`config.mk`:
```
export PLATFORM = sky130hd
export DESIGN_NAME = pipe_mdu_ctrl
export DESIGN_NICKNAME = d
export VERILOG_FILES = /design/src/rtl/pipe_mdu_ctrl_pkg.sv /design/src/rtl/pipe_mdu_ctrl_iter_core.sv /design/src/rtl/pipe_mdu_ctrl.sv
export SDC_FILE = /design/constraint.sdc
export NUM_CORES = 1
export LEC_CHECK = 0
export ABC_AREA = 0
export CAP_MARGIN = 20
export CORE_MARGIN = 3
export CORE_UTILIZATION = 49
export CTS_CLUSTER_DIAMETER = 40
export DETAILED_ROUTE_END_ITERATION = 16
export PLACE_DENSITY_LB_ADDON = 0.25
export SYNTH_ARGS = -nofsm -noshare
export SYNTH_HDL_FRONTEND = slang
export SYNTH_SLANG_ARGS = --single-unit
```
`constraint.sdc`:
```
create_clock -name clock -period 7.5 [get_ports clock]
set_input_delay 0.75 -clock clock [delete_from_list [all_inputs] [get_ports clock]]
set_output_delay 0.75 -clock clock [all_outputs]
set_load 0.005 [all_outputs]
```
`src/rtl/pipe_mdu_ctrl_pkg.sv`:
```
// Shared constants and encodings for the multiply/divide sequencer.
package pipe_mdu_ctrl_pkg;

  // Operand width; one loop iteration is run per operand bit.
  localparam int WIDTH = 32;
  localparam int CNT_W = 5;

  // md_op encodings. Bit 1 selects divide, bit 0 selects unsigned.
  localparam logic [1:0] MD_MULT  = 2'b00;
  localparam logic [1:0] MD_MULTU = 2'b01;
  localparam logic [1:0] MD_DIV   = 2'b10;
  localparam logic [1:0] MD_DIVU  = 2'b11;

  typedef enum logic [1:0] {
    S_IDLE = 2'd0,
    S_CALC = 2'd1,
    S_FIX  = 2'd2
  } state_t;

endpackage

```
`src/rtl/pipe_mdu_ctrl_iter_core.sv`:
```
// One combinational iteration of the shift-add multiplier or the
// restoring divider, operating on unsigned magnitudes.
//   multiply: upper = accumulator, lower = multiplier, operand = multiplicand
//   divide:   upper = remainder,   lower = quotient,   operand = divisor
module mdu_iter_core #(
  parameter int W = 32
) (
  input  logic         i_is_div,
  input  logic [W-1:0] i_upper,
  input  logic [W-1:0] i_lower,
  input  logic [W-1:0] i_operand,
  output logic [W-1:0] o_upper,
  output logic [W-1:0] o_lower
);

  logic [W:0]   w_sum;
  logic [W:0]   w_shl;
  logic         w_ge;
  logic [W-1:0] w_diff;

  // Multiply: conditionally add the multiplicand, keeping the carry so the
  // right shift of {carry, acc, multiplier} loses nothing.
  assign w_sum = {1'b0, i_upper} + (i_lower[0] ? {1'b0, i_operand} : {(W+1){1'b0}});

  // Divide: remainder shifted left with the next dividend bit. The remainder
  // is always below the divisor, so W+1 bits hold the shifted value and the
  // difference always fits back into W bits.
  assign w_shl  = {i_upper, i_lower[W-1]};
  assign w_ge   = (w_shl >= {1'b0, i_operand});
  assign w_diff = w_shl[W-1:0] - i_operand;

  // Select the next {upper, lower} pair for the active operation.
  always_comb begin
    o_upper = '0;
    o_lower = '0;
    if (i_is_div) begin
      o_upper = w_ge ? w_diff : w_shl[W-1:0];
      o_lower = {i_lower[W-2:0], w_ge};
    end else begin
      o_upper = w_sum[W:1];
      o_lower = {w_sum[0], i_lower[W-1:1]};
    end
  end

endmodule

```
`src/rtl/pipe_mdu_ctrl.sv`:
```
// Multiply/divide sequencer beside EXE: runs a WIDTH-iteration loop on
// magnitudes, applies sign correction in FIX, owns HI/LO and raises the
// pipeline stall while an instruction needs the busy unit or HI/LO.
module pipe_mdu_ctrl
  import pipe_mdu_ctrl_pkg::*;
(
  input  logic             clock,
  input  logic             reset,
  input  logic             md_start,
  input  logic [1:0]       md_op,
  input  logic [WIDTH-1:0] md_a,
  input  logic [WIDTH-1:0] md_b,
  input  logic             md_kill,
  input  logic             mf_req,
  input  logic             mt_hi,
  input  logic             mt_lo,
  input  logic [WIDTH-1:0] mt_data,
  output logic [WIDTH-1:0] hi,
  output logic [WIDTH-1:0] lo,
  output logic             busy,
  output logic             stall
);

  state_t             r_state;
  logic [CNT_W-1:0]   r_count;
  logic [WIDTH-1:0]   r_hi;
  logic [WIDTH-1:0]   r_lo;
  logic [WIDTH-1:0]   r_upper;
  logic [WIDTH-1:0]   r_lower;
  logic [WIDTH-1:0]   r_operand;
  logic               r_is_div;
  logic               r_neg_q;   // negate product / quotient in FIX
  logic               r_neg_r;   // negate remainder in FIX
  logic               r_busy;

  logic               w_signed;
  logic               w_div;
  logic               w_a_neg;
  logic               w_b_neg;
  logic [WIDTH-1:0]   w_a_mag;
  logic [WIDTH-1:0]   w_b_mag;
  logic               w_b_zero;
  logic               w_last;
  logic [WIDTH-1:0]   w_next_upper;
  logic [WIDTH-1:0]   w_next_lower;
  logic [2*WIDTH-1:0] w_prod;
  logic [2*WIDTH-1:0] w_prod_fix;
  logic [WIDTH-1:0]   w_quot_fix;
  logic [WIDTH-1:0]   w_rem_fix;

  // Operand decode and magnitudes, only meaningful in the start cycle.
  assign w_signed = ~md_op[0];
  assign w_div    = md_op[1];
  assign w_a_neg  = w_signed & md_a[WIDTH-1];
  assign w_b_neg  = w_signed & md_b[WIDTH-1];
  assign w_a_mag  = w_a_neg ? (-md_a) : md_a;
  assign w_b_mag  = w_b_neg ? (-md_b) : md_b;
  assign w_b_zero = (md_b == '0);
  assign w_last   = (r_count == CNT_W'(WIDTH - 1));

  // Sign correction applied on the FIX edge. The 0x80000000 / -1 case needs
  // no special handling: its magnitude quotient negates back to itself.
  assign w_prod     = {r_upper, r_lower};
  assign w_prod_fix = r_neg_q ? (-w_prod) : w_prod;
  assign w_quot_fix = r_neg_q ? (-r_lower) : r_lower;
  assign w_rem_fix  = r_neg_r ? (-r_upper) : r_upper;

  mdu_iter_core #(
    .W (WIDTH)
  ) u_iter (
    .i_is_div  (r_is_div),
    .i_upper   (r_upper),
    .i_lower   (r_lower),
    .i_operand (r_operand),
    .o_upper   (w_next_upper),
    .o_lower   (w_next_lower)
  );

  // Sequencer FSM: operand capture, iteration, result write-back and MTHI/MTLO.
  always_ff @(posedge clock) begin
    if (reset) begin
      r_state   <= S_IDLE;
      r_count   <= '0;
      r_hi      <= '0;
      r_lo      <= '0;
      r_upper   <= '0;
      r_lower   <= '0;
      r_operand <= '0;
      r_is_div  <= 1'b0;
      r_neg_q   <= 1'b0;
      r_neg_r   <= 1'b0;
      r_busy    <= 1'b0;
    end else begin
      case (r_state)
        S_IDLE: begin
          if (!md_kill) begin
            if (md_start) begin
              r_is_div  <= w_div;
              r_operand <= w_b_mag;
              r_count   <= '0;
              r_busy    <= 1'b1;
              if (w_div && w_b_zero) begin
                // Divide by zero skips the loop: FIX writes lo=all ones, hi=md_a.
                r_upper <= md_a;
                r_lower <= '1;
                r_neg_q <= 1'b0;
                r_neg_r <= 1'b0;
                r_state <= S_FIX;
              end else begin
                r_upper <= '0;
                r_lower <= w_a_mag;
                r_neg_q <= w_a_neg ^ w_b_neg;
                r_neg_r <= w_div & w_a_neg;
                r_state <= S_CALC;
              end
            end else begin
              if (mt_hi) r_hi <= mt_data;
              if (mt_lo) r_lo <= mt_data;
            end
          end
        end
        S_CALC: begin
          if (md_kill) begin
            r_state <= S_IDLE;
            r_busy  <= 1'b0;
          end else begin
            r_upper <= w_next_upper;
            r_lower <= w_next_lower;
            r_count <= r_count + CNT_W'(1);
            if (w_last) r_state <= S_FIX;
          end
        end
        S_FIX: begin
          r_state <= S_IDLE;
          r_busy  <= 1'b0;
          if (!md_kill) begin
            if (r_is_div) begin
              r_hi <= w_rem_fix;
              r_lo <= w_quot_fix;
            end else begin
              r_hi <= w_prod_fix[2*WIDTH-1:WIDTH];
              r_lo <= w_prod_fix[WIDTH-1:0];
            end
          end
        end
        default: begin
          r_state <= S_IDLE;
          r_busy  <= 1'b0;
        end
      endcase
    end
  end

  assign hi    = r_hi;
  assign lo    = r_lo;
  assign busy  = r_busy;
  // Combinational so the pipeline freezes in the same cycle as the request.
  assign stall = r_busy & (md_start | mf_req | mt_hi | mt_lo);

endmodule

```
# Yosys cells after proc, flatten, opt, wreduce, memory -nomap -nowiden
# Cells that the tools add are included.
# Widths: inputs -> output; s select.
[classes]
reduce_logical = 11
muxes = 47
eq_ne = 12
magnitude_cmp = 1
n_bitwise = 10
n_addsub = 8
[ops]
columns = ["op", "count"]
rows = [
  ["$mux 32", 26],
  ["$pmux 32 s2", 4],
  ["$neg 32->32", 4],
  ["$mux 64", 1],
  ["$neg 64->64", 1],
  ["$add 32x33->33", 1],
  ["$ge 33x32->1", 1],
  ["$logic_not 32->1", 1],
  ["$sub 32x32->32", 1],
  ["$ne 2x2->1 const B", 8],
  ["$mux 5", 3],
  ["$mux 2", 5],
  ["$pmux 5 s2", 1],
  ["$reduce_and 5->1", 2],
  ["$reduce_and 3->1", 3],
  ["$add 5x1->5 const B", 1],
  ["$eq 5x5->1 const B", 1],
  ["$mux 1", 5],
  ["$and 1x1->1", 4],
  ["$pmux 2 s2", 1],
  ["$reduce_and 4->1", 1],
  ["$reduce_bool 2->1", 2],
  ["$ne 3x3->1 const B", 1],
  ["$or 1x1->1", 3],
  ["other kinds (7)", 8],
]
[totals]
in_bits = 105
word_cells = 100
output_inout_bits = 66
reg_bits = 171

# Longest topological paths before layout
[logic_depth]
ltp_word = 7
depth_mapped = 15
ltp_nobuf = 14

# Modules after synthesis
# From an unflattened synthesis, not the netlist that was laid out.
[unflattened]
cells_unflattened = 1958
hier_area_um2 = 14541.4
[modules_own_cells]
columns = ["mod", "seq_area_each_um2", "area_per_inst_um2", "cells_each", "n_inst"]
rows = [
  ["pipe_mdu_ctrl", 3423.3, 9958.3, 1312, 1],
  ["mdu_iter_core", 0.0, 4583.1, 646, 1],
]

# Worst setup path after synthesis
# No wires, ideal clock.
[synth_path]
path_kind = "input to register"
startpoint = "in md_b[0]"
endpoint = "reg r_upper[17]"
slack_ns = 3.996
stages = 12
t_arrival_ns = 3.409
path_buffers = 2
required_ns = 7.405
setup_time_ns = 0.095
path_cell_list = "inv_1 > ha_1 > or4b_2 > nor2_1 > nand3b_1 > nor4_1 > nand3_1 > nor2_1 > clkbuf_1 > buf_1 > a21oi_1 > a221oi_1"
[synth_between]
elab_chain_cells = 6
[synth_rtl]
columns = ["element", "line_no", "rtl"]
rows = [
  ["from (decl)", "pipe_mdu_ctrl.sv:12", "input logic [WIDTH-1:0] md_b,"],
  ["$logic_not 32->1", "pipe_mdu_ctrl.sv:58", "assign w_b_zero = (md_b == '0);"],
  ["$logic_and 1x1->1", "pipe_mdu_ctrl.sv:102", "if (w_div && w_b_zero) begin"],
  ["$mux 32", "pipe_mdu_ctrl.sv:102", ""],
  ["$mux 32", "pipe_mdu_ctrl.sv:97", "if (md_start) begin"],
  ["$mux 32", "pipe_mdu_ctrl.sv:96", "if (!md_kill) begin"],
  ["$pmux 32 s2", "pipe_mdu_ctrl.sv:94", "case (r_state)"],
  ["to (signal assigned)", "pipe_mdu_ctrl.sv:104", "r_upper <= md_a;"],
  ["to (signal assigned)", "pipe_mdu_ctrl.sv:127", "r_upper <= w_next_upper;"],
  ["to (decl)", "pipe_mdu_ctrl.sv:28", "logic [WIDTH-1:0] r_upper;"],
]
# No other way between the ends. The select of a mux whose other input is x is not followed.
# A chain may end at the register's enable or synchronous reset.

# Final worst setup path
[layout_path]
startpoint = "in md_b[0]"
endpoint = "reg r_lower[19]"
[layout_between]
elab_chain_cells = 6
[layout_rtl]
columns = ["element", "line_no", "rtl"]
rows = [
  ["$logic_not 32->1", "pipe_mdu_ctrl.sv:58", ""],
  ["$logic_and 1x1->1", "pipe_mdu_ctrl.sv:102", ""],
  ["$mux 32", "pipe_mdu_ctrl.sv:102", ""],
  ["$mux 32", "pipe_mdu_ctrl.sv:97", ""],
  ["$mux 32", "pipe_mdu_ctrl.sv:96", ""],
  ["$pmux 32 s2", "pipe_mdu_ctrl.sv:94", ""],
  ["to (signal assigned)", "pipe_mdu_ctrl.sv:111", "r_lower <= w_a_mag;"],
  ["to (signal assigned)", "pipe_mdu_ctrl.sv:128", "r_lower <= w_next_lower;"],
  ["to (decl)", "pipe_mdu_ctrl.sv:29", "logic [WIDTH-1:0] r_lower;"],
]
# No other way between the ends. The select of a mux whose other input is x is not followed.

==> metrics.yaml <==
r2r_slack_ps: 3140
ys_top_cells_by_count: "nor2_1 (262), a21oi_1 (211), dfxtp_1 (171), nand2_1 (166), o21ai_0 (131)"
ctsRootBufferMaster: "clkbuf_16"
path_clk_slew_ps: 70
track_usage_pct: 27.8
antenna_found_initial: 0
syn_nets: 2105
crit_path_end_kind: "flip-flop"
power_leakage_nw: 6.17
cts_sinks: 171
cts_setup_buffers: 0
cap_violations: 0
start_util_pct: 50.2
power.density_nw_per_um2: 171
setup_viol: 0
reg2reg_depth: 13
dieHeight_um: 175
worstMarginPinSlew_ps: 1130
crit_top_cell: "nor2_1"
fp.coreArea_um2: 28000
status: "finished clean"
drive_above_1_share_pct: 4.46
ir_drop_uv: 157
drc: 0
area_growth_pct: 17.5
yosys_warnings: 0
fmax_ghz: 0.218
io_buffers: 170
cts_tree: "yes"
critPathLaunch: "md_b[0]"
clkLatencyLatePin_ps: 440
antenna_cells: 0
postRouteAntennaNets: 0
overflow: 0
cts-resized-gates: 0
cp-start-kind: "input port"
cp.required_ps: 7860
synth-seq-cells: 171
yosysTopAreaCellShare_pct: 24.4
cp_data_arrival_time_ps: 4950
nets: 2182
ys_async_sr_fraction_pct: 0
place_congestion: 0.967
synth_ff_type: "dfxtp_1"
pin_count: 171
fin_crit_sh_pct: 61.1
path_cells: "clkdlybuf4s50_1 -> inv_1 -> ha_1 -> or4b_2 -> nor2_1 -> nand3b_1 -> nor2_1 -> nor4bb_1 -> and2_1 -> nor2_1 -> buf_4 -> a221oi_1 -> a21oi_1 -> nor2_1"
p_total_mw: 2.83
slew_headroom_pct: 24.3
hold_viol_final: 0
clock_path_buffers: 2
synth_edf_count: 0
finClkSkew_ps: 16.6
setup_tns_ps: 0
synth_area_leaders: "dfxtp_1 (24%), a21oi_1 (7.5%), nor2_1 (7.0%)"
postSynthCellCount: 1928
worst_path_max_delay_cell: "nor4bb_1"
drt-wirelength-per-cell_um: 18.5
yosysSeqAreaShare_pct: 24.4
vias_per_cell: 6.08
post-route-util_pct: 59.0
rr_endpoint: "r_upper[31]"
grt_pass1_wl_mm: 70.5
vias: 14600
drt_iter0_drc: 1260
syn_area_per_cell_um2: 7.29
firstDrtPassIters: 6
htreeDepth: 4
cts_buffers: 17
hold_buffers: 0
die_w_um: 175
reg2reg_from: "r_lower[0]"
rsz0062_at_grt: "no"
slew_viol_final: 0
route.final.wire_length_mm: 44.3
grt_pass1_vias: 13300
path_max_fanout: 19
critPathMaxStageDelay_ps: 660
hpwlAfterDp_mm: 33.6
hold_path_class: "flip-flop to flip-flop"
yosysUniqueCellTypes: 66
rows: 61
grt_max_degree: 87
crit_end: "r_lower[19]"
layout_min_cycle_time_ps: 4590
yosys.area.top_type: "dfxtp_1"
criticalPathCategory: "input port to flip-flop"
synth.most_common_cell: "nor2_1"
dieArea_um2: 30700
syn-cell-area_um2: 14100
## critical path, delay by kind of cell
family	cells	cell delay (ps)
adders and majority gates	1	180
buffers and inverters	3	730
and+or+nand+nor	8	2880
AOI/OAI and AO/OA	2	390
## stage by stage
stage	std cells	hold slack (ps)	setup WS (ps)	area, µm²
4_1_cts	2394	456	3040	16500
3_3_place_gp	2362	440	2770	15900
3_5_place_dp	2362	445	2620	15900
6_report	2396	451	2910	16500
5_1_grt	2396	483	2700	16500
2_1_floorplan	1928	432	4000	14100
## cell usage in the layout, fill, tap and decap left out, types with 23 or more instances in the layout
| cell | netlist | layout |
|---|---|---|
| nor2_1 | 262 | 260 |
| a21oi_1 | 211 | 211 |
| dfxtp_1 | 171 | 170 |
| clkdlybuf4s50_1 | 0 | 169 |
| nand2_1 | 166 | 166 |
| o21ai_0 | 131 | 130 |
| xnor2_1 | 82 | 82 |
| xor2_1 | 78 | 78 |
| a211oi_1 | 72 | 72 |
| ha_1 | 70 | 70 |
| inv_1 | 65 | 65 |
| a221oi_1 | 42 | 42 |
| mux2i_1 | 41 | 41 |
| nor3_1 | 37 | 37 |
| a21o_1 | 28 | 28 |
| nand3_1 | 27 | 27 |
| nand2b_1 | 23 | 23 |
| a311oi_1 | 23 | 23 |
| o31ai_1 | 23 | 23 |
## metal layers
layer	GRT usage [%]	routed length, µm
met1	38.7	19800
met2	45.0	19800
met3	4.11	3780
met4	7.45	918
met5	0	0
## cell families (layout without fill, tap and decap cells)
family                   Yosys count  in the layout  share of synthesized area, %
buffers and inverters            193            283                          5.29
multiplexers                      54             54                          3.96
adder cells (fa/ha/maj)           72             72                          6.52
AO/OA/AOI/OAI                    640            640                          29.2
AND/OR/NAND/NOR                  638            638                          20.7
XOR/XNOR                         160            160                          9.97
flip-flops                       171            171                          24.4
## sequential cells by signal (all words and copies together) (netlist names), 2 cells and up
| signal | flops |
|---|---|
| r_operand | 32 |
| hi | 32 |
| r_upper | 32 |
| r_count | 5 |
| r_lower | 32 |
| r_state | 2 |
| lo | 32 |
## worst min path at each step
stage	from	end	slack, ps	depth (start not counted)
detailed placement	r_operand[23]	r_operand[23]	450	2
finish	r_operand[23]	r_operand[23]	450	2
floorplan	r_operand[18]	r_operand[18]	430	2
CTS	r_operand[23]	r_operand[23]	460	2
global placement	r_operand[23]	r_operand[23]	440	2
global route	hi[30]	hi[30]	480	2
## area by class of cell
type | count | area (µm²)
clock buffers | 18 | 429
clock inverters | 14 | 153
fillers | 2684 | 11500
inverters | 65 | 244
multi-input cells | 1564 | 9940
flip-flops and latches | 171 | 3420
well taps | 378 | 473
repair buffers | 186 | 1850
## where the power goes
group          switching, mW  internal [mW]
clock network          0.442          0.445
logic                  0.521          0.385
registers             0.0790          0.959
(Power assumes the default switching activity.)
